File: src/rtl/fifo_burst_rd_pkg.sv
// Shared types and width helpers for the FIFO burst reader.
package fifo_burst_rd_pkg;

    typedef enum logic {
        IDLE  = 1'b0,
        BURST = 1'b1
    } state_t;

    // Number of bits needed to hold the value n (not n-1).
    function automatic int bits(input int n);
        return (n < 2) ? 1 : $clog2(n + 1);
    endfunction

endpackage

File: src/rtl/fifo_burst_rd_if.sv
// Bundle between the burst reader, its upstream FWFT FIFO and the output stream.
//
// Handshake: a beat transfers on every rising clk edge where m_valid && m_ready.
// While m_valid is high and m_ready low, m_data, m_last and m_len hold steady.
// pop is the FIFO read enable and equals the stream handshake.
interface fifo_burst_rd_if
    import fifo_burst_rd_pkg::*;
#(
    parameter type DATA_ITEM_TYPE = logic,
    parameter int  DEPTH          = 32,
    parameter int  BURST_LEN      = 8
);
    localparam int DATA_COUNT_W = bits(DEPTH);
    localparam int BEAT_W       = bits(BURST_LEN);

    // FIFO side
    DATA_ITEM_TYPE           head;
    logic                    empty;
    logic [DATA_COUNT_W-1:0] data_count;
    logic                    rd_rst_busy;
    logic                    pop;
    // Stream side
    DATA_ITEM_TYPE           m_data;
    logic                    m_valid;
    logic                    m_ready;
    logic                    m_last;
    logic [BEAT_W-1:0]       m_len;
    // Status
    logic                    busy;

    // Burst reader view
    modport master (
        input  head, empty, data_count, rd_rst_busy, m_ready,
        output pop, m_data, m_valid, m_last, m_len, busy
    );

    // Environment view (FIFO plus stream consumer)
    modport slave (
        output head, empty, data_count, rd_rst_busy, m_ready,
        input  pop, m_data, m_valid, m_last, m_len, busy
    );

endinterface

File: src/rtl/fifo_burst_rd_timer.sv
// Idle timer for partial-burst flush; instantiated only when
// FIFO_BURST_RD_TIMEOUT_EN is defined. Counts enabled cycles and saturates
// at TIMEOUT-1, where expired is raised.
module burst_timer_m #(
    parameter int TIMEOUT = 64
) (
    input  logic clk,
    input  logic rst,
    input  logic clr,
    input  logic en,
    output logic expired
);
    localparam int CNT_W = (TIMEOUT < 2) ? 1 : $clog2(TIMEOUT);

    logic [CNT_W-1:0] cnt_q, cnt_d;

    assign expired = (cnt_q == CNT_W'(TIMEOUT - 1));

    // Next count: clear wins, otherwise count up until saturation.
    always_comb begin
        cnt_d = cnt_q;
        if (clr) begin
            cnt_d = '0;
        end else if (en && !expired) begin
            cnt_d = cnt_q + CNT_W'(1);
        end
    end

    // Counter register with synchronous active-low reset.
    always_ff @(posedge clk) begin
        if (!rst) begin
            cnt_q <= '0;
        end else begin
            cnt_q <= cnt_d;
        end
    end

endmodule

File: src/rtl/fifo_burst_rd.sv
// Burst reader behind a FWFT FIFO: waits for BURST_LEN stored items, then
// drains exactly that many onto a valid/ready stream with m_last on the final
// beat. Define FIFO_BURST_RD_TIMEOUT_EN to also flush a partial burst after
// TIMEOUT idle cycles with data waiting.
module fifo_burst_rd_m
    import fifo_burst_rd_pkg::*;
#(
    parameter type DATA_ITEM_TYPE = logic,
    parameter int  DEPTH          = 32,
    parameter int  BURST_LEN      = 8,
    parameter int  TIMEOUT        = 64
) (
    input logic             clk,
    input logic             rst,
    fifo_burst_rd_if.master bus
);
    localparam int DATA_COUNT_W = bits(DEPTH);
    localparam int BEAT_W       = bits(BURST_LEN);

    state_t            state_q, state_d;
    logic [BEAT_W-1:0] beat_q, beat_d;
    logic [BEAT_W-1:0] len_q, len_d;

    logic          in_burst;
    logic          valid;
    logic          hs;
    logic          last;
    logic          full_go;
    logic          part_go;
    DATA_ITEM_TYPE head_w;

    // Outputs are forced quiet while reset is asserted so nothing is popped.
    assign in_burst = rst && (state_q == BURST);
    assign valid    = in_burst && !bus.empty;
    assign hs       = valid && bus.m_ready;
    assign last     = valid && (beat_q == len_q - BEAT_W'(1));
    assign full_go  = !bus.rd_rst_busy && (bus.data_count >= DATA_COUNT_W'(BURST_LEN));

`ifdef FIFO_BURST_RD_TIMEOUT_EN
    logic tmr_en;
    logic tmr_expired;

    // Timer runs only while idle with data present and the FIFO out of reset.
    assign tmr_en = rst && (state_q == IDLE) && !bus.empty && !bus.rd_rst_busy;

    burst_timer_m #(
        .TIMEOUT (TIMEOUT)
    ) u_timer (
        .clk     (clk),
        .rst     (rst),
        .clr     (!tmr_en),
        .en      (tmr_en),
        .expired (tmr_expired)
    );

    assign part_go = tmr_en && tmr_expired;
`else
    assign part_go = 1'b0;
`endif

    assign head_w      = bus.head;
    assign bus.m_data  = head_w;
    assign bus.m_valid = valid;
    assign bus.pop     = hs;
    assign bus.m_last  = last;
    assign bus.m_len   = in_burst ? len_q : '0;
    assign bus.busy    = in_burst;

    // Next-state: start a full (or timed-out partial) burst, count beats, end on last.
    always_comb begin
        state_d = state_q;
        beat_d  = beat_q;
        len_d   = len_q;
        case (state_q)
            IDLE: begin
                if (full_go) begin
                    state_d = BURST;
                    len_d   = BEAT_W'(BURST_LEN);
                    beat_d  = '0;
                end else if (part_go) begin
                    state_d = BURST;
                    len_d   = BEAT_W'(bus.data_count);
                    beat_d  = '0;
                end
            end
            BURST: begin
                if (hs) begin
                    beat_d = beat_q + BEAT_W'(1);
                    if (last) begin
                        state_d = IDLE;
                    end
                end
            end
            default: state_d = IDLE;
        endcase
    end

    // State, beat and length registers with synchronous active-low reset.
    always_ff @(posedge clk) begin
        if (!rst) begin
            state_q <= IDLE;
            beat_q  <= '0;
            len_q   <= '0;
        end else begin
            state_q <= state_d;
            beat_q  <= beat_d;
            len_q   <= len_d;
        end
    end

endmodule

File: src/flat_wrapper.sv
// flat-port wrapper written by rule: the top's interface ports become plain ports
module fifo_burst_rd_m_flat import fifo_burst_rd_pkg::*;
#(
    parameter type DATA_ITEM_TYPE = logic,
    parameter int  DEPTH          = 32,
    parameter int  BURST_LEN      = 8,
    parameter int  TIMEOUT        = 64
)
  (clk, rst, bus_head, bus_empty, bus_data_count, bus_rd_rst_busy, bus_m_ready, bus_pop, bus_m_data, bus_m_valid, bus_m_last, bus_m_len, bus_busy);
  fifo_burst_rd_if #(.DATA_ITEM_TYPE(DATA_ITEM_TYPE), .DEPTH(DEPTH), .BURST_LEN(BURST_LEN)) bus_i ();
  input logic clk;
  input logic rst;
  input wire logic [$bits(bus_i.head)-1:0] bus_head;
  input wire logic [$bits(bus_i.empty)-1:0] bus_empty;
  input wire logic [$bits(bus_i.data_count)-1:0] bus_data_count;
  input wire logic [$bits(bus_i.rd_rst_busy)-1:0] bus_rd_rst_busy;
  input wire logic [$bits(bus_i.m_ready)-1:0] bus_m_ready;
  output wire logic [$bits(bus_i.pop)-1:0] bus_pop;
  output wire logic [$bits(bus_i.m_data)-1:0] bus_m_data;
  output wire logic [$bits(bus_i.m_valid)-1:0] bus_m_valid;
  output wire logic [$bits(bus_i.m_last)-1:0] bus_m_last;
  output wire logic [$bits(bus_i.m_len)-1:0] bus_m_len;
  output wire logic [$bits(bus_i.busy)-1:0] bus_busy;
  assign bus_i.head = bus_head;
  assign bus_i.empty = bus_empty;
  assign bus_i.data_count = bus_data_count;
  assign bus_i.rd_rst_busy = bus_rd_rst_busy;
  assign bus_i.m_ready = bus_m_ready;
  assign bus_pop = bus_i.pop;
  assign bus_m_data = bus_i.m_data;
  assign bus_m_valid = bus_i.m_valid;
  assign bus_m_last = bus_i.m_last;
  assign bus_m_len = bus_i.m_len;
  assign bus_busy = bus_i.busy;
  fifo_burst_rd_m #(.DATA_ITEM_TYPE(DATA_ITEM_TYPE), .DEPTH(DEPTH), .BURST_LEN(BURST_LEN), .TIMEOUT(TIMEOUT)) u_core (.clk(clk), .rst(rst), .bus(bus_i));
endmodule
File: config.mk
export PLATFORM = sky130hd
export DESIGN_NAME = fifo_burst_rd_m_flat
export DESIGN_NICKNAME = d
export VERILOG_FILES = /design/src/rtl/fifo_burst_rd_pkg.sv /design/src/rtl/fifo_burst_rd_if.sv /design/src/rtl/fifo_burst_rd_timer.sv /design/src/rtl/fifo_burst_rd.sv /design/src/flat_wrapper.sv
export SDC_FILE = /design/constraint.sdc
export NUM_CORES = 1
export LEC_CHECK = 0
export CAP_MARGIN = 15
export CORE_AREA = 10 10 47 49
export DETAILED_ROUTE_END_ITERATION = 6
export DIE_AREA = 0 0 57 59
export PLACE_DENSITY_LB_ADDON = 0.15
export RECOVER_POWER = 50
export SYNTH_ARGS = -nofsm -noshare
export SYNTH_HDL_FRONTEND = slang
export SYNTH_SLANG_ARGS = --single-unit
File: constraint.sdc
create_clock -name clk -period 1.3 [get_ports clk]
set_input_delay 0.26 -clock clk [delete_from_list [all_inputs] [get_ports clk]]
set_output_delay 0.26 -clock clk [all_outputs]
set_load 0.01 [all_outputs]
Yosys cells after proc, flatten, opt, wreduce, memory -nomap -nowiden
Index checks and enable logic that the tools add are counted.

word-level totals
  latch bits = 0
  output and inout bits = 9
  flip-flop bits (word level) = 6
  bits in read-only memories = 0
  memories = 0
  memory bits (writable) = 0
  input port bits = 12
  word-level logic and storage cells = 27

cells by class
  mux-type cells = 8
  $mul = 0
  shift operators = 0
  equal/unequal tests = 3
  reductions and logical operators = 9
  $add $sub $neg = 2
  bitwise logic cells = 1
  magnitude comparators = 1
  div/mod/pow operators = 0

operators with widths
  cell                 count
  $mux 4               3
  $pmux 4 s2           1
  $ge 6x4->1 const B   1
  $logic_and 1x1->1    5
  $add 4x1->4 const B  1
  $eq 4x4->1           1
  $reduce_and 2->1     2
  $sub 4x1->4 const B  1
  $mux 1               3
  $logic_not 1->1      2
  $ne 2x1->1 const B   1
  $ne 2x2->1 const B   1
  $pmux 1 s2           1
  $not 1->1            1

Depth between registers and ports, before layout
  depth after elaboration = 6
  depth in mapped cells = 5
  depth with buffers taken out = 4

Least setup slack after synthesis
No wires, ideal clock.

  path kind = register to output
  start = register u_core.beat_q[0]
  end = output bus_m_last
  path slack = 138 ps
  required time = 1040 ps
  arrival time = 902 ps
  path buffers = 0
  stages on the path, launching flop included = 4
  path through = dfxtp_1 -> ha_1 -> nand3_1 -> nor3_1

on the way
  longest elaborated chain between the ends = 2

RTL lines
  what                    line                  source
  start, declared         fifo_burst_rd.sv:21   logic [BEAT_W-1:0] beat_q, beat_d;
  start signal, assigned  fifo_burst_rd.sv:106  beat_q <= beat_d;
  $eq 4x4->1              fifo_burst_rd.sv:36   assign last = valid && (beat_q == len_q - BEAT_W'(1));
  $logic_and 1x1->1       fifo_burst_rd.sv:36
  end, declared           flat_wrapper.sv:21    output wire logic [$bits(bus_i.m_last)-1:0] bus_m_last;

No other way between the ends.

Worst setup path after layout
  start = register u_core.beat_q[3]
  end = output bus_m_last

Same word-level chain as after synthesis.

==> load_flow_metrics.sql <==
INSERT INTO impl_metrics (metric_group, metric, value, unit) VALUES
('floorplanning', 'effective_utilization_at_floorplan', '26.79', '%'),
('power', 'vdd_ir_drop_max', '320.0', 'uV'),
('worst_setup_path', 'cp_slowest_stage_delay', '0.34', 'ns'),
('worst_setup_path', 'r2r_cells', '5', ''),
('detailed_routing', 'postRouteAntennaNets', '0', ''),
('cells_and_area', 'post_route_cells_drive_above_1_share', '52.24', '%'),
('placed_design', 'place.detailed.hpwl', '869', 'um'),
('power', 'pwr_density_cell', '763.7', 'mW/mm^2'),
('placed_design', 'placedCellCount', '80', ''),
('detailed_routing', 'detailedRoute.firstPassIterationCount', '4', ''),
('run_status', 'failed_checks', 'setup timing', ''),
('yosys', 'number_of_flops_mapped_to_enable_cells_by_yosys', '0', ''),
('global_routing', 'largest_net_degree_at_the_start_of_global_routing', '6', ''),
('hold_path', 'hold_path_class', 'input port to output port', ''),
('hold_path', 'min_to', 'bus_m_data', ''),
('worst_setup_path', 'setup.worst_path.class', 'flip-flop to output port', ''),
('yosys', 'asyncSetResetFlopFracSynth', '0', '%'),
('yosys', 'synth_seq_area_share', '32.00', '%'),
('run_status', 'run_status', 'finished, violations left', ''),
('worst_setup_path', 'critical_path_buffer_and_inverter_count', '1', ''),
('detailed_routing', 'dr.first_iter.drc_count', '7', ''),
('yosys', 'post-synth-top-area-cell', 'dfxtp_1', ''),
('worst_setup_path', 'crit_path_end_kind', 'output port', ''),
('yosys', 'synth-main-ff-cell', 'dfxtp_1', ''),
('worst_setup_path', 'r2r_start', 'u_core.state_q', ''),
('clock_tree', 'clkSinkCount', '6', ''),
('detailed_routing', 'routed-via-count', '382', ''),
('sta', 'rsz_0062_raised_after_global_routing', 'yes', ''),
('yosys', 'synth_cells', '42', ''),
('worst_setup_path', 'worst_path_max_delay_cell', 'dfxtp_2', ''),
('clock_tree', 'worst_skew_pair.late_latency', '0.24', 'ns'),
('worst_setup_path', 'reg2reg_slack', '0', 'ns'),
('power', 'total_leakage_power', '0.2910', 'nW'),
('worst_setup_path', 'timing.rr.end', 'u_core.beat_q[3]', ''),
('cells_and_area', 'layout.cells.non_filler', '83', ''),
('detailed_routing', 'avgRoutedWirePerCell', '12.66', 'um'),
('hold_path', 'hold_depth', '0', ''),
('sta', 'final.period_utilization', '106.0', '%'),
('placed_design', 'io_buffer_count', '12', ''),
('global_routing', 'total_gr_overflow', '0', ''),
('floorplanning', 'floorplan.die.height', '59', 'um'),
('clock_tree', 'clk_path_buf_depth', '2', ''),
('cells_and_area', 'util_after_layout', '44.38', '%'),
('sta', 'period_minus_slack', '1.378', 'ns'),
('floorplanning', 'die_width', '57', 'um'),
('sta', 'setup-tns-final', '-0.07971', 'ns'),
('power', 'comb_power_share', '21.4', '%'),
('yosys', 'ys_seq_elements', '6', ''),
('power', 'power.share.switching', '25.22', '%'),
('sta', 'final_critical_path_setup_slack', '-0.07815', 'ns'),
('power', 'seqPwrFrac', '42.2', '%'),
('cells_and_area', 'antenna_cells', '0', ''),
('detailed_routing', 'route.detailed.drc', '0', ''),
('power', 'power.internal', '0.0003551', 'W'),
('sta', 'timing.final.hold_violations', '0', ''),
('global_routing', 'grt_pass1_vias', '375', ''),
('clock_tree', 'clock-root-buffer', 'clkbuf_4', ''),
('sta', 'max_slew_violation_count', '0', ''),
('floorplanning', 'placementRows', '14', ''),
('run', 'max_cap_violations', '0', ''),
('yosys', 'synthesis.area', '375.4', 'um^2'),
('clock_tree', 'cts_clock_pin_slew_for_the_worst_setup_and_hold_paths', '0.05', 'ns'),
('yosys', 'synth_commonest_cells', '6 x dfxtp_1, 4 x buf_4, 4 x nand2_1, 4 x nand3_1, 3 x nor3_1', ''),
('sta', 'final-setup-viol-count', '2', ''),
('cells_and_area', 'fillers', '161', ''),
('yosys', 'post-synth-top-count-cell', 'dfxtp_1', ''),
('worst_setup_path', 'worst_setup_path_start_kind', 'flip-flop', ''),
('worst_setup_path', 'critPathTopFamily', 'flip-flops', ''),
('clock_tree', 'tritoncts.num_buffers', '3', ''),
('clock_tree', 'cts_tree', 'built', ''),
('yosys', 'yosys.area.top_type_share', '32.00', '%');
## placed cells by master (no fill, tap or decap), types with 2 or more instances in the layout
cell / synthesis / layout
dlygate4sd2_1: 0 / 3
nand3_1: 4 / 3
inv_1: 2 / 2
clkdlybuf4s50_1: 0 / 4
nor3_1: 3 / 2
buf_4: 4 / 10
buf_6: 2 / 3
nand2_1: 4 / 3
dfxtp_2: 0 / 4
clkbuf_4: 0 / 4
buf_2: 0 / 3
conb_1: 1 / 3
nand4b_1: 2 / 2
## power groups by stage
stage / sequential [W] / combinational (W) / clock, W
after global routing: 0.000201 / 0.000109 / 0.000202
after floorplan: 0.000199 / 0.0000566 / 0
after detailed placement: 0.000200 / 0.000102 / 0
final: 0.000200 / 0.000102 / 0.000173
after CTS: 0.000199 / 0.0000984 / 0.000186
after global placement: 0.000201 / 0.000103 / 0
## metal layers
metal / track usage, % / up-vias / routed length (um)
li1: - / 196 / -
met1: 7.101 / 170 / 448
met2: 8.527 / 16 / 489
met3: 4.506 / 0 / 113
met4: 4.027 / 0 / 0
met5: 0 / - / 0
## registers in the layout (all words and copies together), names as in the netlist
| name | flops |
|---|---|
| u_core.beat_q | 4 |
| u_core.len_q | 1 |
| u_core.state_q | 1 |
## per-stage QoR
step	cell area, um^2	setup slack, ns
after floorplan	382.9	0.1381
after global placement	575.6	-0.5444
after detailed placement	575.6	-0.5420
after CTS	605.6	-0.1253
after global routing	621.8	-0.1578
final	621.8	-0.07815
## how the worst max path moves through the flow
| stage | startpoint | endpoint | slack (ns) | cells past startpoint |
|---|---|---|---|---|
| finish | u_core.beat_q[3] | bus_m_last | -0.08 | 4 |
| detailed placement | rst | bus_m_last | -0.54 | 4 |
| global route | u_core.beat_q[3] | bus_m_last | -0.16 | 4 |
| global placement | rst | bus_pop | -0.54 | 5 |
| floorplan | u_core.beat_q[0] | bus_m_last | 0.14 | 3 |
| CTS | u_core.len_q[3] | bus_m_last | -0.13 | 4 |
## layout make-up
cell class | count | area (um^2) | share of cell area (%)
well taps | 16 | 20.02 | 3.219
multi-input cells | 29 | 230.2 | 37.02
clock buffers | 3 | 22.52 | 3.622
inverters | 3 | 13.76 | 2.213
repair buffers | 26 | 206.4 | 33.20
flip-flops and latches | 6 | 128.9 | 20.72
## cell families after synthesis
family,share of synthesized area (%)
simple gates,27.33
other cells,0.9990
flops,32.00
buf+inv,17.33
xor+xnor,2.334
fa+ha+maj,3.333
compound gates,16.67
## what timing repair did
item                       4_1_cts  5_1_grt
buffers inserted                 0        0
gates resized for setup         32        7
pin swaps                        3        3
hold buffers                     0        0
setup endpoints to repair        7        4
No activity file was read; power rests on OpenSTA's default activity.
